File: src/rtl/fifo_burst_reader_if.sv
// Handshake bundle for fifo_burst_reader: FWFT FIFO read side, output word
// stream and the completed-burst counter. The flush request exists only when
// FIFO_BURST_READER_FLUSH_EN is defined.
interface fifo_burst_reader_if #(
  parameter int DATA_WIDTH  = 32,
  parameter int DEPTH_WIDTH = 4
);

  // FWFT FIFO read side
  logic [DATA_WIDTH-1:0]  fifo_dout;
  logic                   fifo_empty;
  logic [DEPTH_WIDTH-1:0] fifo_cnt;
  logic                   fifo_rd_en;

  // Output word stream
  logic [DATA_WIDTH-1:0]  m_data;
  logic                   m_valid;
  logic                   m_ready;
  logic                   m_sop;
  logic                   m_eop;

  // Status
  logic [15:0]            burst_cnt;

`ifdef FIFO_BURST_READER_FLUSH_EN
  logic                   flush;

  modport master (
    input  fifo_dout, fifo_empty, fifo_cnt, m_ready, flush,
    output fifo_rd_en, m_data, m_valid, m_sop, m_eop, burst_cnt
  );

  modport slave (
    output fifo_dout, fifo_empty, fifo_cnt, m_ready, flush,
    input  fifo_rd_en, m_data, m_valid, m_sop, m_eop, burst_cnt
  );
`else
  modport master (
    input  fifo_dout, fifo_empty, fifo_cnt, m_ready,
    output fifo_rd_en, m_data, m_valid, m_sop, m_eop, burst_cnt
  );

  modport slave (
    output fifo_dout, fifo_empty, fifo_cnt, m_ready,
    input  fifo_rd_en, m_data, m_valid, m_sop, m_eop, burst_cnt
  );
`endif

endinterface

File: src/rtl/fifo_burst_reader.sv
// fifo_burst_reader: waits until an FWFT FIFO holds a full burst of
// BURST_LEN words, then streams exactly that many words through a single
// registered output stage, marking the first word with m_sop and the last
// with m_eop, and counting completed bursts in burst_cnt.
//
// Optional feature: define FIFO_BURST_READER_FLUSH_EN to add a flush input.
// A flush pulse arms a flag that drains words left below BURST_LEN as
// one-word bursts (m_sop = m_eop = 1) until the FIFO runs empty.
module fifo_burst_reader #(
  parameter int DATA_WIDTH  = 32,
  parameter int DEPTH_WIDTH = 4,
  parameter int BURST_LEN   = 4
) (
  input logic                 clk,
  input logic                 rst,
  fifo_burst_reader_if.master bus
);

  typedef enum logic [0:0] {
    IDLE  = 1'b0,
    BURST = 1'b1
  } state_t;

  localparam logic [7:0] FULL_LEN = 8'(BURST_LEN);

  // Burst sequencing state
  state_t                state_q;
  state_t                state_d;
  logic [7:0]            beat_q;
  logic [7:0]            beat_d;
  logic [7:0]            len_q;
  logic [7:0]            len_d;

  // Output register stage
  logic [DATA_WIDTH-1:0] m_data_q;
  logic                  m_valid_q;
  logic                  m_sop_q;
  logic                  m_eop_q;
  logic [15:0]           burst_cnt_q;

  // Per-cycle decisions
  logic                  full_avail;
  logic                  last_beat;
  logic                  load;
  logic                  xfer;

`ifdef FIFO_BURST_READER_FLUSH_EN
  logic                  flush_pending_q;
  logic                  flush_pending_d;
`endif

  // The count is a lower bound on the words present, so a full burst can
  // always be popped without truncation once this holds.
  assign full_avail = 32'(bus.fifo_cnt) >= 32'(BURST_LEN);
  assign last_beat  = (beat_q == (len_q - 8'd1));

  // A word moves from the FIFO head into the output register whenever the
  // register is empty or being drained this cycle. Reset gates the pop so a
  // burst caught mid-way never takes another word.
  assign load = !rst && (state_q == BURST) && !bus.fifo_empty &&
                (!m_valid_q || bus.m_ready);
  assign xfer = m_valid_q && bus.m_ready;

  assign bus.fifo_rd_en = load;
  assign bus.m_data     = m_data_q;
  assign bus.m_valid    = m_valid_q;
  assign bus.m_sop      = m_sop_q;
  assign bus.m_eop      = m_eop_q;
  assign bus.burst_cnt  = burst_cnt_q;

  // Next-state logic: start bursts from IDLE, advance the beat on each load.
  always_comb begin
    // NOTE: every signal assigned here gets a default first, so no path
    // through the case leaves one unassigned and no latch is inferred.
    state_d = state_q;
    beat_d  = beat_q;
    len_d   = len_q;
`ifdef FIFO_BURST_READER_FLUSH_EN
    flush_pending_d = flush_pending_q | bus.flush;
`endif

    unique case (state_q)
      IDLE: begin
        if (full_avail) begin
          // A full burst wins over a pending flush.
          state_d = BURST;
          beat_d  = 8'd0;
          len_d   = FULL_LEN;
        end
`ifdef FIFO_BURST_READER_FLUSH_EN
        else if (flush_pending_q && !bus.fifo_empty) begin
          // Drain leftovers one word at a time.
          state_d = BURST;
          beat_d  = 8'd0;
          len_d   = 8'd1;
        end else if (bus.fifo_empty && !bus.flush) begin
          flush_pending_d = 1'b0;
        end
`endif
      end

      BURST: begin
        if (load) begin
          beat_d = beat_q + 8'd1;
          if (last_beat) begin
            state_d = IDLE;
          end
        end
      end

      default: begin
        state_d = IDLE;
      end
    endcase
  end

  // State register with synchronous reset.
  always_ff @(posedge clk) begin
    // NOTE: sequential state uses non-blocking assignments so every flop
    // samples the pre-edge values, independent of block evaluation order.
    if (rst) begin
      state_q <= IDLE;
      beat_q  <= 8'd0;
      len_q   <= FULL_LEN;
    end else begin
      state_q <= state_d;
      beat_q  <= beat_d;
      len_q   <= len_d;
    end
  end

`ifdef FIFO_BURST_READER_FLUSH_EN
  // Flush request flag: armed by a flush pulse, cleared once drained.
  always_ff @(posedge clk) begin
    if (rst) begin
      flush_pending_q <= 1'b0;
    end else begin
      flush_pending_q <= flush_pending_d;
    end
  end
`endif

  // Output register: capture the FIFO head on load, drop valid after a
  // transfer with nothing behind it, otherwise hold the word steady.
  always_ff @(posedge clk) begin
    if (rst) begin
      m_data_q  <= '0;
      m_valid_q <= 1'b0;
      m_sop_q   <= 1'b0;
      m_eop_q   <= 1'b0;
    end else if (load) begin
      m_data_q  <= bus.fifo_dout;
      m_valid_q <= 1'b1;
      m_sop_q   <= (beat_q == 8'd0);
      m_eop_q   <= last_beat;
    end else if (xfer) begin
      m_valid_q <= 1'b0;
    end
  end

  // Completed-burst counter: one count per accepted end-of-burst word.
  always_ff @(posedge clk) begin
    if (rst) begin
      burst_cnt_q <= 16'd0;
    end else if (xfer && m_eop_q) begin
      burst_cnt_q <= burst_cnt_q + 16'd1;
    end
  end

endmodule

File: src/flat_wrapper.sv
// flat-port wrapper written by rule: the top's interface ports become plain ports
module fifo_burst_reader_flat 
#(
  parameter int DATA_WIDTH  = 32,
  parameter int DEPTH_WIDTH = 4,
  parameter int BURST_LEN   = 4
)
  (clk, rst, bus_fifo_dout, bus_fifo_empty, bus_fifo_cnt, bus_m_ready, bus_fifo_rd_en, bus_m_data, bus_m_valid, bus_m_sop, bus_m_eop, bus_burst_cnt);
  fifo_burst_reader_if #(.DATA_WIDTH(DATA_WIDTH), .DEPTH_WIDTH(DEPTH_WIDTH)) bus_i ();
  input logic clk;
  input logic rst;
  input wire logic [$bits(bus_i.fifo_dout)-1:0] bus_fifo_dout;
  input wire logic [$bits(bus_i.fifo_empty)-1:0] bus_fifo_empty;
  input wire logic [$bits(bus_i.fifo_cnt)-1:0] bus_fifo_cnt;
  input wire logic [$bits(bus_i.m_ready)-1:0] bus_m_ready;
  output wire logic [$bits(bus_i.fifo_rd_en)-1:0] bus_fifo_rd_en;
  output wire logic [$bits(bus_i.m_data)-1:0] bus_m_data;
  output wire logic [$bits(bus_i.m_valid)-1:0] bus_m_valid;
  output wire logic [$bits(bus_i.m_sop)-1:0] bus_m_sop;
  output wire logic [$bits(bus_i.m_eop)-1:0] bus_m_eop;
  output wire logic [$bits(bus_i.burst_cnt)-1:0] bus_burst_cnt;
  assign bus_i.fifo_dout = bus_fifo_dout;
  assign bus_i.fifo_empty = bus_fifo_empty;
  assign bus_i.fifo_cnt = bus_fifo_cnt;
  assign bus_i.m_ready = bus_m_ready;
  assign bus_fifo_rd_en = bus_i.fifo_rd_en;
  assign bus_m_data = bus_i.m_data;
  assign bus_m_valid = bus_i.m_valid;
  assign bus_m_sop = bus_i.m_sop;
  assign bus_m_eop = bus_i.m_eop;
  assign bus_burst_cnt = bus_i.burst_cnt;
  fifo_burst_reader #(.DATA_WIDTH(DATA_WIDTH), .DEPTH_WIDTH(DEPTH_WIDTH), .BURST_LEN(BURST_LEN)) u_core (.clk(clk), .rst(rst), .bus(bus_i));
endmodule
File: config.mk
export PLATFORM = sky130hd
export DESIGN_NAME = fifo_burst_reader_flat
export DESIGN_NICKNAME = d
export VERILOG_FILES = /design/src/rtl/fifo_burst_reader_if.sv /design/src/rtl/fifo_burst_reader.sv /design/src/flat_wrapper.sv
export SDC_FILE = /design/constraint.sdc
export NUM_CORES = 1
export LEC_CHECK = 0
export ABC_AREA = 1
export ABC_CLOCK_PERIOD_IN_PS = 1400
export CAP_MARGIN = 0
export CORE_UTILIZATION = 30
export CTS_CLUSTER_SIZE = 16
export DETAILED_ROUTE_END_ITERATION = 10
export PLACE_DENSITY = 0.56
export SYNTH_ARGS = -nofsm -noshare
export SYNTH_HDL_FRONTEND = slang
export SYNTH_SLANG_ARGS = --single-unit
File: constraint.sdc
create_clock -name clk -period 1.4 [get_ports clk]
set_input_delay 0.42 -clock clk [delete_from_list [all_inputs] [get_ports clk]]
set_output_delay 0.42 -clock clk [all_outputs]
set_load 0.005 [all_outputs]
==> results of run 1 <==
registers in the layout, summed over array words and instances, names as in the netlist:
| name | count |
|---|---|
| u_core.bus.m_valid | 1 |
| u_core.bus.m_eop | 1 |
| u_core.state_q | 1 |
| u_core.bus.burst_cnt | 16 |
| u_core.beat_q | 8 |
| u_core.bus.m_sop | 1 |
| u_core.bus.m_data | 32 |
where the power goes:
part           internal [mW]  leakage [nW]  switching (mW)
Clock                   1.04         0.113           0.655
Sequential              1.76         0.498          0.0263
Combinational          0.227          1.25           0.179
Total                   3.03          1.86           0.861
routing by layer:
layer  share of wire, %  up-vias
li1                   -     1342
met1                 45     1155
met2                 47       59
met3                5.9        9
met4                1.6        0
met5                  0        -
worst min-delay path: stages, from the launching register on:
cell	delay (ns)
dfxtp_2	0.32
nor2_1	0.04
nor2_1	0.07
final cells by class:
| cell class | instances | area, µm² |
|---|---|---|
| Fill cell | 802 | 4180 |
| Clock inverter | 5 | 75.1 |
| Multi-Input combinational cell | 237 | 1160 |
| Tap cell | 105 | 131 |
| Timing Repair Buffer | 123 | 1120 |
| Inverter | 35 | 134 |
| Clock buffer | 11 | 141 |
| Sequential cell | 60 | 1230 |
final timing paths:
kind	from	endpoint	slack [ns]
worst min-delay path	u_core.bus.m_data[24]$_SDFFE_PP0P_	u_core.bus.m_data[24]$_SDFFE_PP0P_	0.46
worst max-delay path	bus_fifo_empty	bus_fifo_rd_en	-0.09
worst min register to register	u_core.bus.m_data[24]$_SDFFE_PP0P_	u_core.bus.m_data[24]$_SDFFE_PP0P_	0.46
worst max register to register	u_core.bus.burst_cnt[1]$_SDFFE_PP0P_	u_core.bus.burst_cnt[10]$_SDFFE_PP0P_	0.09
placed cells by master, fill, tap and decap left out, types with 2 or more instances in the layout:
cell type / n
inv_1: 30
buf_4: 31
nand2_2: 2
buf_12: 2
nand2_4: 2
o21ai_0: 38
clkbuf_8: 10
nand3_2: 3
ha_1: 3
dfxtp_2: 24
nor3_1: 7
dfxtp_1: 36
nor2_1: 88
nor2_4: 2
bufinv_16: 2
nand3_1: 10
clkdlybuf4s50_1: 34
inv_2: 4
dlygate4sd2_1: 51
nand2_1: 44
nand4_1: 5
a21oi_1: 19
clkinv_2: 3
o21ai_1: 2
nor2_2: 2
clkdlybuf4s15_1: 2
repair_timing:
action / in CTS / in global routing
gates resized for setup: 87 / 11
setup endpoints to repair: 99 / 11
cloned: 0 / 1
buffers inserted: 3 / 3
pin swaps: 2 / 6
stage by stage:
step | instances | setup WS [ns]
after detailed placement | 553 | -0.763
after global routing | 576 | -0.165
after floorplan | 343 | 0.0471
after CTS | 572 | -0.145
final | 576 | -0.0853
after global placement | 553 | -0.764
cells by family (layout without fill, tap and decap cells):
family,count (synthesis),in the layout
and+or+nand+nor,169,169
buffers and inverters,46,174
AOI/OAI and AO/OA,63,63
DFF,60,60
xor gates and xnor gates,1,1
adders and majority gates,4,4
==> impl_metrics.json, run 1 <==
{
  "outcome": "complete, but fails checks",
  "failed_checks": "setup timing",
  "die_w_um": 93.8,
  "period_share_pct": 106,
  "cp_num_buf_inv": 3,
  "cpLargestDelayFamily": "buffers and inverters",
  "drtIter0Drc": 78,
  "ys_warn_count": 0,
  "cp.depth": 5,
  "yosysMostFrequentCell": "nor2_1",
  "ios": 92,
  "wl_per_cell_um": 11.4,
  "relSlewSlack_pct": 75.6,
  "dieHeight_um": 93.8,
  "use_met3_pct": 5.74,
  "numCtsBuffers": 9,
  "drc": 0,
  "grt_first_pass_wirelength_mm": 10.9,
  "start_kind": "primary input",
  "async_reset_ff_share_pct": 0,
  "drv_slew": 0,
  "drv_cap": 0,
  "synthTopCellsByCount": "nor2_1 (88), dfxtp_1 (60), nand2_1 (45), o21ai_0 (39), inv_1 (30)",
  "hold_ws_ns": 0.460,
  "busiest_layer": "met2",
  "clock_latency_ns": 0.33,
  "yosys.area.top_type_share_pct": 47.5,
  "grt_overflow": 0,
  "drt-vias-per-instance": 4.45,
  "syn_nets": 387,
  "tns_ns": -0.0853,
  "met2_usage_pct": 26.0,
  "globalplace.congestion": 0.770,
  "hold_viol": 0,
  "yosysUniqueCellTypes": 29,
  "crit_slowest_cell": "dlygate4sd2_1",
  "postRouteAntennaNets": 0,
  "critical_path_peak_fanout": 2,
  "crit_path_end_kind": "output pin",
  "synth_mux_area_share_pct": 0,
  "gr-usage-all-layers_pct": 16.0,
  "drtPass1Iterations": 5,
  "fin_nets": 510,
  "synthCells": 343,
  "drt_wl_total_mm": 6.58,
  "layout-drive-gt1-share_pct": 20.4,
  "clk_pin_slew_ns": 0.07,
  "first_global_vias": 2410,
  "synth_top_family_by_area": "simple AND/OR/NAND/NOR gates",
  "ys.flop_type": "dfxtp_1",
  "cts_tree": "done",
  "final-setup-viol-count": 1,
  "synth-compound-area-share_pct": 12.9,
  "portBuffers": 89,
  "synthTopCellsByArea": "dfxtp_1 (48%), nor2_1 (13%), o21ai_0 (7.7%)",
  "antenna_found_initial": 0,
  "dpl_cell_area_um2": 3710,
  "max_freq_mhz": 673,
  "syn_to_final_growth_pct": 58.2,
  "route.vias.total": 2565,
  "reg2reg_depth": 7,
  "finalPower_mw": 3.89,
  "tightest_slew_ns": 0.366,
  "hold_class": "reg -> reg",
  "core_um2": 8180,
  "fp-row-count": 33,
  "power_density_nw_per_um2": 974,
  "grtUsageMet1_pct": 19.5,
  "start_util_pct": 30.9,
  "rsz0062_at_grt": "yes",
  "critPathKind": "in -> out",
  "yosys.area_share.simple_pct": 29.8,
  "synth-seq-cells": 60,
  "synth_edf_count": 0,
  "synth_xor_area_share_pct": 0.347,
  "fin_util_pct": 48.9,
  "min_path_cells": 2,
  "crit_arrival_ns": 1.07,
  "cts.path.max_buffers": 2,
  "yosysSeqAreaShare_pct": 47.5,
  "peakVddDrop_mv": 0.627,
  "cp_slowest_stage_delay_ns": 0.26,
  "htreeDepth": 3,
  "fin_skew_ns": 0.00438,
  "power_leakage_nw": 1.86,
  "period_minus_slack_ns": 1.49,
  "fin_area_um2": 4000,
  "synth-adder-area-share_pct": 1.98,
  "n_antenna_cell": 0,
  "root_buffer": "clkbuf_8",
  "grt_max_degree": 42,
  "setup_ws_ns": -0.0853,
  "clock-sinks": 60,
  "crit_chain": "dlygate4sd2_1 -> nor2_4 -> nand3_4 -> inv_4 -> buf_6",
  "required_ns": 0.98,
  "hpwl_mm": 4.44,
  "synth_top_area_cell": "dfxtp_1",
  "die_area_um2": 8790,
  "syn_area_um2": 2530,
  "ctsHoldBuffers": 0,
  "syn_area_per_cell_um2": 7.36
}
Note: power is estimated with default switching activity, not from simulation.
==> run 2, diff against run 1 <==
Settings changed: ABC_CLOCK_PERIOD_IN_PS 1400 to 1800, SETUP_SLACK_MARGIN from default to 0.02.
Clock period 1.4 ns to 1.8 ns, I/O delays scaled along.
==> impl_metrics.json, run 2 (synthesized netlist as in run 1, its figures left out) <==
{
  "instances_no_fill": 556,
  "tns_ns": 0,
  "gr-usage-all-layers_pct": 15.3,
  "drtPass1Iterations": 4,
  "drv_slew": 0,
  "syn_to_final_growth_pct": 51.8,
  "max_freq_mhz": 571,
  "numCtsBuffers": 9,
  "clock-sinks": 60,
  "start_kind": "flop",
  "crit_slowest_cell": "clkdlybuf4s50_1",
  "seq_power_share_pct": 49.4,
  "cts_tree": "done",
  "cts.path.max_buffers": 2,
  "p_sw_share_pct": 22.7,
  "hold_class": "reg -> reg",
  "rsz0062_at_grt": "no",
  "drt_wl_total_mm": 6.30,
  "fp-row-count": 33,
  "p_clk_share_pct": 39.0,
  "portBuffers": 89,
  "cpLargestDelayFamily": "buffers and inverters",
  "layout-drive-gt1-share_pct": 13.7,
  "grt_first_pass_wirelength_mm": 10.7,
  "setup_ws_ns": 0.0498,
  "crit_arrival_ns": 1.21,
  "period_share_pct": 97.2,
  "critPathLaunch": "u_core.bus.burst_cnt[6]$_SDFFE_PP0P_",
  "start_util_pct": 30.9,
  "peakVddDrop_mv": 0.308,
  "drv_cap": 0,
  "final-setup-viol-count": 0,
  "postRouteAntennaNets": 0,
  "relSlewSlack_pct": 75.7,
  "drtIter0Drc": 84,
  "first_global_vias": 2378,
  "cp_num_buf_inv": 1,
  "rr_startpoint": "u_core.state_q$_SDFF_PP0_",
  "postCtsSetupBuffers": 0,
  "hp-start": "u_core.bus.burst_cnt[0]$_SDFFE_PP0P_",
  "final_common_cell": "nor2_1",
  "critical_path_peak_fanout": 4,
  "n_antenna_cell": 0,
  "grt_max_degree": 42,
  "crit_path_end_kind": "output pin",
  "dpl_cell_area_um2": 3610,
  "grt_overflow": 0,
  "core_um2": 8180,
  "crit_chain": "clkdlybuf4s50_1",
  "hold_viol": 0,
  "dp.cells": 540,
  "htreeDepth": 3,
  "clk_pin_slew_ns": 0.06,
  "power.internal_mw": 2.16,
  "rrSetupSlack_ns": 0.37,
  "critPathKind": "reg -> out",
  "wl_per_cell_um": 11.3,
  "period_minus_slack_ns": 1.75,
  "clock_latency_ns": 0.31,
  "outcome": "complete, no violations",
  "route.vias.total": 2485,
  "dieHeight_um": 93.8,
  "root_buffer": "clkbuf_8",
  "fillers": 843,
  "drc": 0,
  "required_ns": 1.26,
  "fin_nets": 490,
  "pre_cts_ws_ns": -0.608,
  "globalplace.congestion": 0.753,
  "fin_skew_ns": 0.00966,
  "die_area_um2": 8790,
  "antenna_found_initial": 0,
  "die_w_um": 93.8,
  "fin_area_um2": 3830,
  "power_leakage_nw": 1.54,
  "hold_ws_ns": 0.463,
  "combPwrFrac_pct": 11.6,
  "switching_power_uw": 634,
  "final_cell_mix": "nor2_1 (88), clkdlybuf4s50_1 (83), nand2_1 (44), dfxtp_1 (44), o21ai_0 (39)",
  "tightest_slew_ns": 0.364,
  "cp_slowest_stage_delay_ns": 0.52,
  "power_density_nw_per_um2": 729,
  "ios": 92,
  "hpwl_mm": 4.38,
  "largest_reg_flops": 32,
  "drt-vias-per-instance": 4.47
}
-- run 2: cell count changes in the layout (fill, tap and decap cells not counted), moves of 2 or more --
cell             previous run  this run
clkinv_2                    3         1
clkbuf_8                   10        12
dfxtp_1                    36        44
clkdlybuf4s15_1             2         0
clkdlybuf4s50_1            34        83
nand3_2                     3         1
buf_4                      31        13
bufinv_16                   2         0
dfxtp_2                    24         9
nand3_1                    10        12
dlygate4sd2_1              51         3
dlymetal6s2s_1              0         2
dfxtp_4                     0         7
clkbuf_1                    1         3
-- run 2: metrics by stage --
stage	power, mW	utilization, %
2_1_floorplan	1.54	-
3_3_place_gp	1.75	44.2
3_5_place_dp	1.75	44.2
4_1_cts	2.85	46.6
5_1_grt	2.94	46.9
6_report	2.79	46.9
-- run 2: timing repair --
action	CTS	global route
cloned	0	0
resized for setup	23	11
endpoints found under the setup margin	14	11
pin swaps	1	0
hold buffers	0	0
-- run 2: layer usage --
| layer | up-vias | global-route usage [%] | part of all wire [%] |
|---|---|---|---|
| met2 | 64 | 26.2 | 47 |
| met4 | 0 | 5.38 | 0.81 |
| met3 | 4 | 4.37 | 6.1 |
| li1 | 1305 | - | - |
| met1 | 1112 | 18.3 | 46 |
| met5 | - | 0 | 0 |
-- run 2: final cells by class --
| type | count | area, µm² | area share, % |
|---|---|---|---|
| Sequential cell | 60 | 1240 | 32.3 |
| Multi-Input combinational cell | 237 | 1140 | 29.7 |
| Timing Repair Buffer | 103 | 1010 | 26.4 |
| Clock buffer | 15 | 176 | 4.60 |
| Inverter | 35 | 131 | 3.43 |
| Tap cell | 105 | 131 | 3.43 |
| Clock inverter | 1 | 5.00 | 0.131 |
-- run 2: path summary, 6_finish.rpt --
path | to | cells after the start
setup reg to reg | u_core.state_q$_SDFF_PP0_ | 8
hold reg to reg | u_core.bus.burst_cnt[0]$_SDFFE_PP0P_ | 1
hold / removal | u_core.bus.burst_cnt[0]$_SDFFE_PP0P_ | 1
setup / recovery | bus_burst_cnt[6] | 1
-- run 2: power groups by stage --
stage	registers [mW]	logic (mW)	clock network [mW]
2_1_floorplan	1.42	0.121	0
3_3_place_gp	1.42	0.328	0
3_5_place_dp	1.42	0.329	0
4_1_cts	1.39	0.330	1.13
5_1_grt	1.38	0.365	1.19
6_report	1.38	0.324	1.09
==> run 3, diff against run 2 <==
Settings changed: SLEW_MARGIN from default to 5.
==> results of run 3 <==
No change in the layout: final DEF, timing and power equal those of run 2.
